`src/rtl/spi_pkg.sv`:
```
// Shared types and widths for the mode-0 SPI master.
// SPI_LSB_FIRST_EN selects LSB-first framing in spi_module.
package spi_pkg;

    typedef enum logic [1:0] {
        IDLE,
        SETUP,
        SHIFT,
        END
    } state_t;

    localparam int DEF_DATA_WIDTH = 24;
    localparam int CNT_W = $clog2(DEF_DATA_WIDTH) + 1;
    localparam int DIV_W = 16;

endpackage

```
`src/rtl/spi_clk_gen.sv`:
```
// sck divider for the SPI master: toggles sck every CLK_DIV cycles
// while enabled and flags the edge being produced with a strobe.
module spi_clk_gen
    import spi_pkg::*;
#(
    parameter int CLK_DIV = 1
) (
    input  logic clk,
    input  logic rst,
    input  logic en,
    output logic sck,
    output logic rise,
    output logic fall
);

    logic [DIV_W-1:0] cnt;
    logic             tick;

    assign tick = cnt == DIV_W'(CLK_DIV - 1);
    // Strobes mark the edge on which sck itself changes.
    assign rise = en && tick && !sck;
    assign fall = en && tick && sck;

    always_ff @(posedge clk) begin
        if (rst || !en) begin
            cnt <= '0;
            sck <= 1'b0;
        end else if (tick) begin
            cnt <= '0;
            sck <= ~sck;
        end else begin
            cnt <= cnt + 1'b1;
        end
    end

endmodule

```
`src/rtl/spi_module.sv`:
```
// Single-word full-duplex SPI master, mode 0, MSB first by default.
// Define SPI_LSB_FIRST_EN to shift LSB first on both mosi and miso.
module spi_module
    import spi_pkg::*;
#(
    parameter int DATA_WIDTH = DEF_DATA_WIDTH,
    parameter int CLK_DIV    = 1
) (
    input  logic                  clk,
    input  logic                  rst,
    input  logic                  sdo_valid_i,
    output logic                  sdo_ready_o,
    input  logic [DATA_WIDTH-1:0] sdo_data_i,
    output logic                  sdi_valid_o,
    input  logic                  sdi_ready_i,
    output logic [DATA_WIDTH-1:0] sdi_data_o,
    output logic                  sck_o,
    output logic                  cs_n_o,
    output logic                  mosi_o,
    input  logic                  miso_i
);

    state_t state, state_nx;

    logic [DATA_WIDTH-1:0] tx_sr, rx_sr;
    logic [DATA_WIDTH-1:0] tx_shift, rx_shift;
    logic [CNT_W-1:0]      bit_cnt;
    logic [DIV_W-1:0]      cnt;
    logic                  tx_first, tx_next;
    logic                  cnt_done, last_bit;
    logic                  accept, done;
    logic                  rise, fall;

`ifdef SPI_LSB_FIRST_EN
    assign tx_first = sdo_data_i[0];
    assign tx_next  = tx_sr[1];
    assign tx_shift = tx_sr >> 1;
    assign rx_shift = {miso_i, rx_sr[DATA_WIDTH-1:1]};
`else
    assign tx_first = sdo_data_i[DATA_WIDTH-1];
    assign tx_next  = tx_sr[DATA_WIDTH-2];
    assign tx_shift = tx_sr << 1;
    assign rx_shift = {rx_sr[DATA_WIDTH-2:0], miso_i};
`endif

    assign cnt_done = cnt == DIV_W'(CLK_DIV - 1);
    assign last_bit = bit_cnt == CNT_W'(DATA_WIDTH - 1);
    assign accept   = state == IDLE && sdo_valid_i && sdo_ready_o;
    assign done     = state == END && cnt_done;

    spi_clk_gen #(
        .CLK_DIV(CLK_DIV)
    ) u_clk_gen (
        .clk (clk),
        .rst (rst),
        .en  (state == SHIFT),
        .sck (sck_o),
        .rise(rise),
        .fall(fall)
    );

    always_ff @(posedge clk) begin
        if (rst) state <= IDLE;
        else     state <= state_nx;
    end

    always_comb begin
        state_nx = state;
        unique case (state)
            IDLE:  if (accept) state_nx = SETUP;
            SETUP: if (cnt_done) state_nx = SHIFT;
            SHIFT: if (fall && last_bit) state_nx = END;
            END:   if (cnt_done) state_nx = IDLE;
        endcase
    end

    always_ff @(posedge clk) begin
        if (rst) begin
            sdo_ready_o <= 1'b1;
            cs_n_o      <= 1'b1;
            mosi_o      <= 1'b0;
            sdi_valid_o <= 1'b0;
            sdi_data_o  <= '0;
            tx_sr       <= '0;
            rx_sr       <= '0;
            bit_cnt     <= '0;
            cnt         <= '0;
        end else begin
            // cnt times SETUP and END; it restarts on every state change
            cnt         <= (state_nx != state) ? '0 : cnt + 1'b1;
            sdo_ready_o <= state_nx == IDLE;
            cs_n_o      <= state_nx == IDLE;
            if (accept) begin
                tx_sr   <= sdo_data_i;
                mosi_o  <= tx_first;
                rx_sr   <= '0;
                bit_cnt <= '0;
            end
            if (rise) rx_sr <= rx_shift;
            if (fall) begin
                bit_cnt <= bit_cnt + 1'b1;
                if (!last_bit) begin
                    tx_sr  <= tx_shift;
                    mosi_o <= tx_next;
                end
            end
            // A completing frame wins over a consumer draining the old word
            if (done) begin
                sdi_valid_o <= 1'b1;
                sdi_data_o  <= rx_sr;
            end else if (sdi_ready_i) begin
                sdi_valid_o <= 1'b0;
            end
        end
    end

endmodule

```
`config.mk`:
```
export PLATFORM = sky130hd
export DESIGN_NAME = spi_module
export DESIGN_NICKNAME = d
export VERILOG_FILES = /design/src/rtl/spi_pkg.sv /design/src/rtl/spi_clk_gen.sv /design/src/rtl/spi_module.sv
export SDC_FILE = /design/constraint.sdc
export NUM_CORES = 1
export LEC_CHECK = 0
export ABC_AREA = 1
export BUFFER_PORTS_ARGS = -buffer_cell sky130_fd_sc_hd__buf_2
export CAP_MARGIN = 0
export CORE_MARGIN = 4
export CORE_UTILIZATION = 50
export CTS_CLUSTER_DIAMETER = 40
export DETAILED_ROUTE_END_ITERATION = 12
export PLACE_DENSITY_LB_ADDON = 0.2
export SYNTH_ARGS = -nofsm -noshare
export SYNTH_HDL_FRONTEND = slang
export SYNTH_HIERARCHICAL = 1
export SYNTH_SLANG_ARGS = --single-unit
```
`constraint.sdc`:
```
create_clock -name clk -period 2.4 [get_ports clk]
set_input_delay 0.6 -clock clk [delete_from_list [all_inputs] [get_ports clk]]
set_output_delay 0.6 -clock clk [all_outputs]
set_load 0.02 [all_outputs]
```
; After elaboration in Yosys (flattened, before gate mapping)
; Index checks and enable logic that the tools add are counted.
[classes]
n_addsub = 3
n_eq_ne = 5
n_mux = 17
bitwise_logic = 1
n_reduce_logical = 19
[ops]
columns = op, count
row1 = $mux 24, 5
row2 = $add 16x1->16 const B, 2
row3 = $logic_not 16->1, 2
row4 = $mux 6, 2
row5 = $mux 2, 4
row6 = $pmux 2 s4, 1
row7 = $logic_and 1x1->1, 7
row8 = $add 6x1->6 const B, 1
row9 = $eq 6x5->1 const B, 1
row10 = $reduce_bool 2->1, 3
row11 = $mux 1, 5
row12 = $eq 2x2->1 const B, 2
row13 = $logic_not 2->1, 2
row14 = $reduce_or 2->1, 2
row15 = $eq 2x1->1 const B, 1
row16 = $logic_not 1->1, 2
row17 = $ne 2x2->1, 1
row18 = $logic_or 1x1->1, 1
row19 = $not 1->1, 1
[word_totals]
reg_bits = 116
inputBits = 29
output_inout_bits = 29
elab_cells = 56

; Depth between registers and ports, before layout
; Gate-level depths: netlist of run 1.
[depth]
word_depth = 8
ltp_mapped = 12
ltp_nobuf = 11

; Cells and area by module
; Netlist of run 1, hierarchy kept.
[modules_own_cells]
columns = mod, instances, cells_per_inst, area_per_inst_um2, seq_area_each_um2
row1 = spi_module, 1, 587, 4205.3, 1961.9
row2 = spi_clk_gen, 1, 139, 943.4, 340.3

; Least setup slack after synthesis of run 1
; OpenSTA, ideal clock, no wires.
[synth_timing]
path_kind = register to register
from = register u_clk_gen.cnt[0]
to = register tx_sr[1]
arrival_ns = 1.690
path_slack_ns = 0.594
stages_incl_launch_ff = 12
path_buffers = 3
path_cell_list = dfxtp_1 -> inv_1 -> ha_1 -> nand3_1 -> nor2_2 -> nand3_1 -> nor2_1 -> buf_2 -> nand2_1 -> buf_6 -> buf_6 -> o211a_1
[synth_between]
elab_chain_len = 4
[synth_rtl]
columns = item, line
row1 = start: declaration, spi_clk_gen.sv:16  ; logic [DIV_W-1:0] cnt;
row2 = start signal: assignment, spi_clk_gen.sv:32  ; cnt <= cnt + 1'b1;
row3 = $logic_not 16->1, spi_clk_gen.sv:19  ; assign tick = cnt == DIV_W'(CLK_DIV - 1);
row4 = $logic_and 1x1->1 (2 in series), spi_clk_gen.sv:22  ; assign fall = en && tick && sck;
row5 = via fall, spi_module.sv:32  ; logic rise, fall;
row6 = $mux 24, spi_module.sv:100  ; if (fall) begin
row7 = end signal: assignment, spi_module.sv:94  ; tx_sr <= sdo_data_i;
row8 = end signal: assignment, spi_module.sv:103  ; tx_sr <= tx_shift;
row9 = end: declaration, spi_module.sv:25  ; logic [DATA_WIDTH-1:0] tx_sr, rx_sr;
; The timed path passes the listed nets, and every way through them passes these cells.
; A chain may end at the register's enable or synchronous reset.

==> impl_metrics.csv, run 1 <==
group,metric,value,unit
status,status,"complete, no violations",
route,routedWlPerCell,11.6,um
timing,period_needed,1970,ps
route,drt_pass1_iterations,5,
timing,hold_viol_final,0,
worst_setup_path,startpoint_type,"flip-flop",
pwr,sw_frac_of_total,0.291,
global_routing,grt_max_degree,53,
floorplanning,io-pin-count,58,
route,routed_wl,10700,um
worst_setup_path,path_class,"flip-flop to flip-flop",
floorplanning,die_area,12000,um2
finish,drive_gt1_frac,0.158,
route,ant_nets,0,
floorplanning,initial_utilization,0.520,
clock_tree,cts_sinks,115,
global_routing,grt_pass1_vias,4375,
worst_setup_path,crit-reg2reg-launch,"u_clk_gen/cnt[0]",
clock_tree,cts_resized,0,
worst_setup_path,cp_slowest_cell,"dfxtp_1",
pwr,pwr-share-clk,0.426,
floorplanning,die_h,109,um
timing,fmax,508,MHz
finish,final_cell_mix,"nand2_1 (187), dfxtp_1 (115), nor2_1 (102)",
worst_setup_path,r2r_cells,11,
placement,dp_hpwl,7170,um
floorplanning,row_count,36,
min_path,hp-class,"input port to flip-flop",
pwr,p_leak,2.61,nW
global_routing,grtUsageMet2,0.324,
route,vias,4594,
global_routing,grt_first_pass_wirelength,18900,um
clock_tree,insertion_delay,510,ps
synth,ys_seq_elements,115,
finish,final_common_cell,"nand2_1",
synth,synth_edf_count,0,
clock_tree,clockBufferDepth,2,
global_routing,grt_util_met3,0.0546,
finish,nFillCells,936,
clock_tree,htree_num_levels,4,
worst_setup_path,cp_max_fo,16,
route,drt-initial-drc-count,307,
timing,worst_pin_slew,452,ps
pwr,p_int,0.00392,W
worst_setup_path,path_cells,"inv_1 -> ha_1 -> nand3_1 -> nor2_2 -> nand3_1 -> nor2_1 -> nand3_1 -> nand2_1 -> nand4_1 -> nand2_2 -> nor2_1",
floorplanning,die_w,109,um
min_path,worstHoldStart,"sdi_ready_i",
synth,seq_area_frac_synth,0.447,
clock_tree,cts_tree,"built",
finish,areaGrowthSynthToFinish,17.5,%
run,drv_cap,0,
global_routing,antenna_found_initial,0,
clock_tree,cts_made_buffers,17,
global_routing,grtUsageMet1,0.247,
worst_setup_path,r2r_end,"cnt[3]",
timing,finalWorstSetupSlack,433,ps
timing,skew,10.6,ps
synth,synthDistinctLibCells,32,
finish,multi_input_area,2340,um2
pwr,pwr-share-seq,0.398,
worst_setup_path,r2r_setup_slack,430,ps
timing,drv_slew,0,
min_path,holdPathStages,4,
route,drt-vias-per-instance,4.98,
worst_setup_path,max_stage_delay,360,ps
synth,ys_top_cells_by_area,"dfxtp_1 (45%), nand2_1 (14%), nor2_1 (7.4%), inv_1 (5.5%), nand3_1 (4.6%)",
worst_setup_path,worstPathArrival,2350,ps
placement,place_ws,422,ps
synth,yosys_warnings,6,
finish,ff_latch_area,2300,um2
timing,finalSetupTns,0,ps
synth,syn-num-nets,760,
pwr,ir_drop,0.000461,V
clock_tree,clk_pin_slew,50,ps
timing,grt_setup_unrepaired,"no",
floorplanning,fp.coreArea,9910,um2
pwr,p_comb_frac,0.176,
synth,netlist.area_leader.share,0.447,
worst_setup_path,end_kind,"flip-flop",
placement,gp_congestion,0.816,
global_routing,grtUsageTotal,0.195,
timing,setup_viol,0,
clock_tree,post-cts-setup-buffers,0,
timing,period_share,0.820,
placement,io_buffers,57,
global_routing,grt.busiest_layer,"met2",
finish,fin_nets,811,
worst_setup_path,cp_common_cell,"nand3_1",
timing,slew-limit-headroom,0.698,
synth,async_flop_share,0,
pwr,power_density,913,nW/um2
clock_tree,holdBufCountCts,0,
pwr,power.switching,0.00161,W
clock_tree,cts_root_buffer,"clkbuf_8",
finish,antennaDiodeCount,0,
synth,synth_top_area_cell,"dfxtp_1",
synth,netlist_instances,726,
global_routing,grt_overflow,0,
route,post-route-drc-count,0,
synth,synth_area_per_cell,7.09,um2
worst_setup_path,required,2780,ps
min_path,hold_end,"sdi_valid_o",
synth,syn_area,5150,um2
synth,synth_flop_cell,"dfxtp_1",
[power groups by stage]
stage	registers (W)	clock network, W	logic (W)
6_report	0.00220	0.00235	0.000973
2_1_floorplan	0.00228	0	0.000709
3_5_place_dp	0.00224	0	0.000982
4_1_cts	0.00220	0.00240	0.000986
5_1_grt	0.00222	0.00249	0.00111
3_3_place_gp	0.00223	0	0.000963
[worst max-delay path by stage]
stage | from | endpoint | cells past startpoint
floorplan | u_clk_gen/cnt[0] | tx_sr[1] | 11
global placement | u_clk_gen/cnt[0] | cnt[15] | 11
detailed placement | u_clk_gen/cnt[0] | cnt[3] | 11
CTS | u_clk_gen/cnt[0] | cnt[3] | 11
global route | u_clk_gen/cnt[0] | cnt[1] | 11
finish | u_clk_gen/cnt[0] | cnt[3] | 11
[stage by stage]
| stage | hold slack, ps | instance area [um2] | cells | total power [W] | utilization |
|---|---|---|---|---|---|
| 6_report | 335 | 6050 | 922 | 0.00553 | 0.611 |
| 2_1_floorplan | 430 | 5150 | 726 | 0.00299 | - |
| 5_1_grt | 340 | 6050 | 922 | 0.00583 | 0.611 |
| 3_3_place_gp | 436 | 5490 | 891 | 0.00319 | 0.554 |
| 4_1_cts | 318 | 6050 | 922 | 0.00558 | 0.611 |
| 3_5_place_dp | 449 | 5490 | 891 | 0.00322 | 0.554 |
[logic make-up (layout without fill, tap and decap cells)]
group / after synthesis / in the layout / synth area share
buf+inv: 114 / 177 / 0.0987
fa+ha+maj: 5 / 5 / 0.0122
compound gates: 91 / 91 / 0.0962
flops: 115 / 115 / 0.447
xor+xnor: 15 / 15 / 0.0255
simple gates: 386 / 386 / 0.320
[layer usage]
metal | part of all wire | vias to the layer above
met4 | 0.011 | 0
met3 | 0.050 | 11
met5 | 0 | -
met1 | 0.46 | 2090
met2 | 0.48 | 94
li1 | - | 2399
[Yosys cell counts (3+ instances only)]
library cell and count:
nand3_1 47, a21oi_1 37, nand2_1 187, ha_1 5, a31oi_1 23, xnor2_1 3, o21ai_0 28, nand3_2 4
inv_1 76, buf_6 6, dfxtp_1 115, nor3_1 9, nor2_2 17, nand2_2 4, buf_2 13, nor2_1 102
xor2_1 12, nand4_1 11, clkbuf_1 11
[worst max-delay path, delay by kind of cell, from the launching register on]
kind,cells,cell delay (ps)
fa+ha+maj,1,140
simple gates,9,1260
buf+inv,1,80
flops,1,360
[final cells by class]
cell class                      count  share of cell area
Multi-Input combinational cell    497               0.387
Clock inverter                      8              0.0172
Sequential cell                   115               0.380
Inverter                           80              0.0496
Clock buffer                       23              0.0755
Timing Repair Buffer               66              0.0624
Tap cell                          133              0.0275
[flip-flops by register name, indices dropped and copies added, names as in the netlist]
| signal | cells |
|---|---|
| bit_cnt | 6 |
| rx_sr | 24 |
| state | 2 |
| mosi_o | 1 |
| u_clk_gen/sck | 1 |
| sdi_valid_o | 1 |
| sdi_data_o | 24 |
| tx_sr | 23 |
| u_clk_gen/cnt | 16 |
| cs_n_o | 1 |
| cnt | 16 |
No activity file was read; power rests on OpenSTA's default activity.
==> run 2: changes to the inputs <==
==> constraint.sdc (replaced) <==
create_clock -name clk -period 2 [get_ports clk]
set_input_delay 0.5 -clock clk [delete_from_list [all_inputs] [get_ports clk]]
set_output_delay 0.5 -clock clk [all_outputs]
set_load 0.02 [all_outputs]
==> impl_metrics.csv, run 2 (synthesis gave the netlist of run 1 again) <==
group,metric,value,unit
status,status,"complete, no violations",
timing,slew-limit-headroom,0.726,
floorplanning,initial_utilization,0.520,
floorplanning,io-pin-count,58,
finish,nFillCells,896,
finish,ff_latch_area,2300,um2
global_routing,antenna_found_initial,0,
finish,reg.largest.list,"rx_sr x24, sdi_data_o x24, tx_sr x23",
worst_setup_path,end_kind,"flip-flop",
timing,worst_pin_slew,410,ps
route,drt-initial-drc-count,275,
worst_setup_path,startpoint,"u_clk_gen/cnt[1]",
timing,drv_slew,0,
floorplanning,fp.coreArea,9910,um2
global_routing,grtUsageTotal,0.192,
finish,multi_input_area,2360,um2
floorplanning,row_count,36,
finish,final_common_cell,"nand2_1",
run,drv_cap,0,
route,routedWlPerCell,11.8,um
global_routing,grt_max_degree,48,
finish,antennaDiodeCount,0,
timing,grt_setup_unrepaired,"no",
clock_tree,htree_num_levels,4,
pwr,power_density,1130,nW/um2
worst_setup_path,worstPathArrival,2280,ps
timing,period_needed,1900,ps
pwr,p_leak,2.66,nW
finish,drive_gt1_frac,0.176,
worst_setup_path,path_class,"flip-flop to flip-flop",
floorplanning,die_area,12000,um2
route,ant_nets,0,
clock_tree,cts_made_buffers,17,
finish,areaGrowthSynthToFinish,19.6,%
clock_tree,insertion_delay,520,ps
route,routed_wl,11000,um
worst_setup_path,crit-reg2reg-launch,"u_clk_gen/cnt[1]",
min_path,hp-class,"input port to flip-flop",
worst_setup_path,required,2390,ps
timing,finalWorstSetupSlack,102,ps
finish,fin_nets,819,
clock_tree,clk_pin_slew,60,ps
route,drt_pass1_iterations,5,
clock_tree,holdBufCountCts,0,
worst_setup_path,startpoint_type,"flip-flop",
min_path,worstHoldStart,"miso_i",
global_routing,grt_first_pass_wirelength,18600,um
timing,hold_viol_final,0,
placement,io_buffers,57,
clock_tree,cts_sinks,115,
floorplanning,die_h,109,um
worst_setup_path,cp_max_fo,6,
placement,place_ws,141,ps
route,drt-vias-per-instance,5.03,
clock_tree,cts_tree,"built",
pwr,ir_drop,0.000704,V
timing,fmax,527,MHz
timing,period_share,0.949,
clock_tree,clockBufferDepth,2,
timing,finalSetupTns,0,ps
placement,gp_congestion,0.814,
finish,final_cell_mix,"nand2_1 (187), dfxtp_1 (115), nor2_1 (101)",
clock_tree,cts_root_buffer,"clkbuf_8",
floorplanning,die_w,109,um
timing,skew,6.67,ps
route,post-route-drc-count,0,
global_routing,grt_pass1_vias,4343,
global_routing,grt_overflow,0,
timing,setup_viol,0,
route,vias,4674,
placement,dp_hpwl,7150,um
## run 2: per-layer routing
layer / track usage / vias to the layer above / wire length (um)
met1: 0.236 / 2156 / 5080
met3: 0.0558 / 9 / 507
met2: 0.322 / 98 / 5250
met5: 0 / - / 0
met4: 0.0677 / 0 / 112
li1: - / 2411 / -
## run 2: where the power goes
group	switching, W	internal, W
clock network	0.00111	0.00190
logic	0.000863	0.000429
registers	0.000133	0.00251
## run 2: area by class of cell
type	instances	area share
multi-input combinational	497	0.384
timing repair buffer	73	0.0691
clock inverter	14	0.0288
sequential	115	0.374
timing repair inverter	1	0.00122
clock buffer	17	0.0672
inverter	80	0.0494
tap	133	0.0270
## run 2: repair_timing
item,in CTS,in global routing
gates resized for setup,0,10
hold endpoints to repair,0,0
buffers inserted,0,3
setup endpoints to repair,0,50
## run 2: stage by stage
stage	instance area [um2]	hold slack [ps]	utilization	cells	power (W)
detailed placement	5510	457	0.556	895	0.00389
CTS	6100	223	0.616	926	0.00691
global route	6160	219	0.622	930	0.00728
finish	6160	234	0.622	930	0.00694
floorplan	5150	430	-	726	0.00359
global placement	5510	437	0.556	895	0.00386
## run 2: path summary, 6_finish.rpt
check | to | slack (ps) | depth (start not counted)
hold / removal | rx_sr[0] | 230 | 3
setup reg to reg | rx_sr[18] | 100 | 10
hold reg to reg | tx_sr[0] | 470 | 2
setup / recovery | rx_sr[18] | 100 | 10
## run 2: worst max-delay path: stages (launching register included)
cell and delay, ps:
dfxtp_1 340, inv_1 60, ha_1 140, nand3_1 100
nor2_2 160, nand2_2 120, nor3_4 310, clkinvlp_4 200
buf_4 190, nand3_1 80, a21oi_1 60
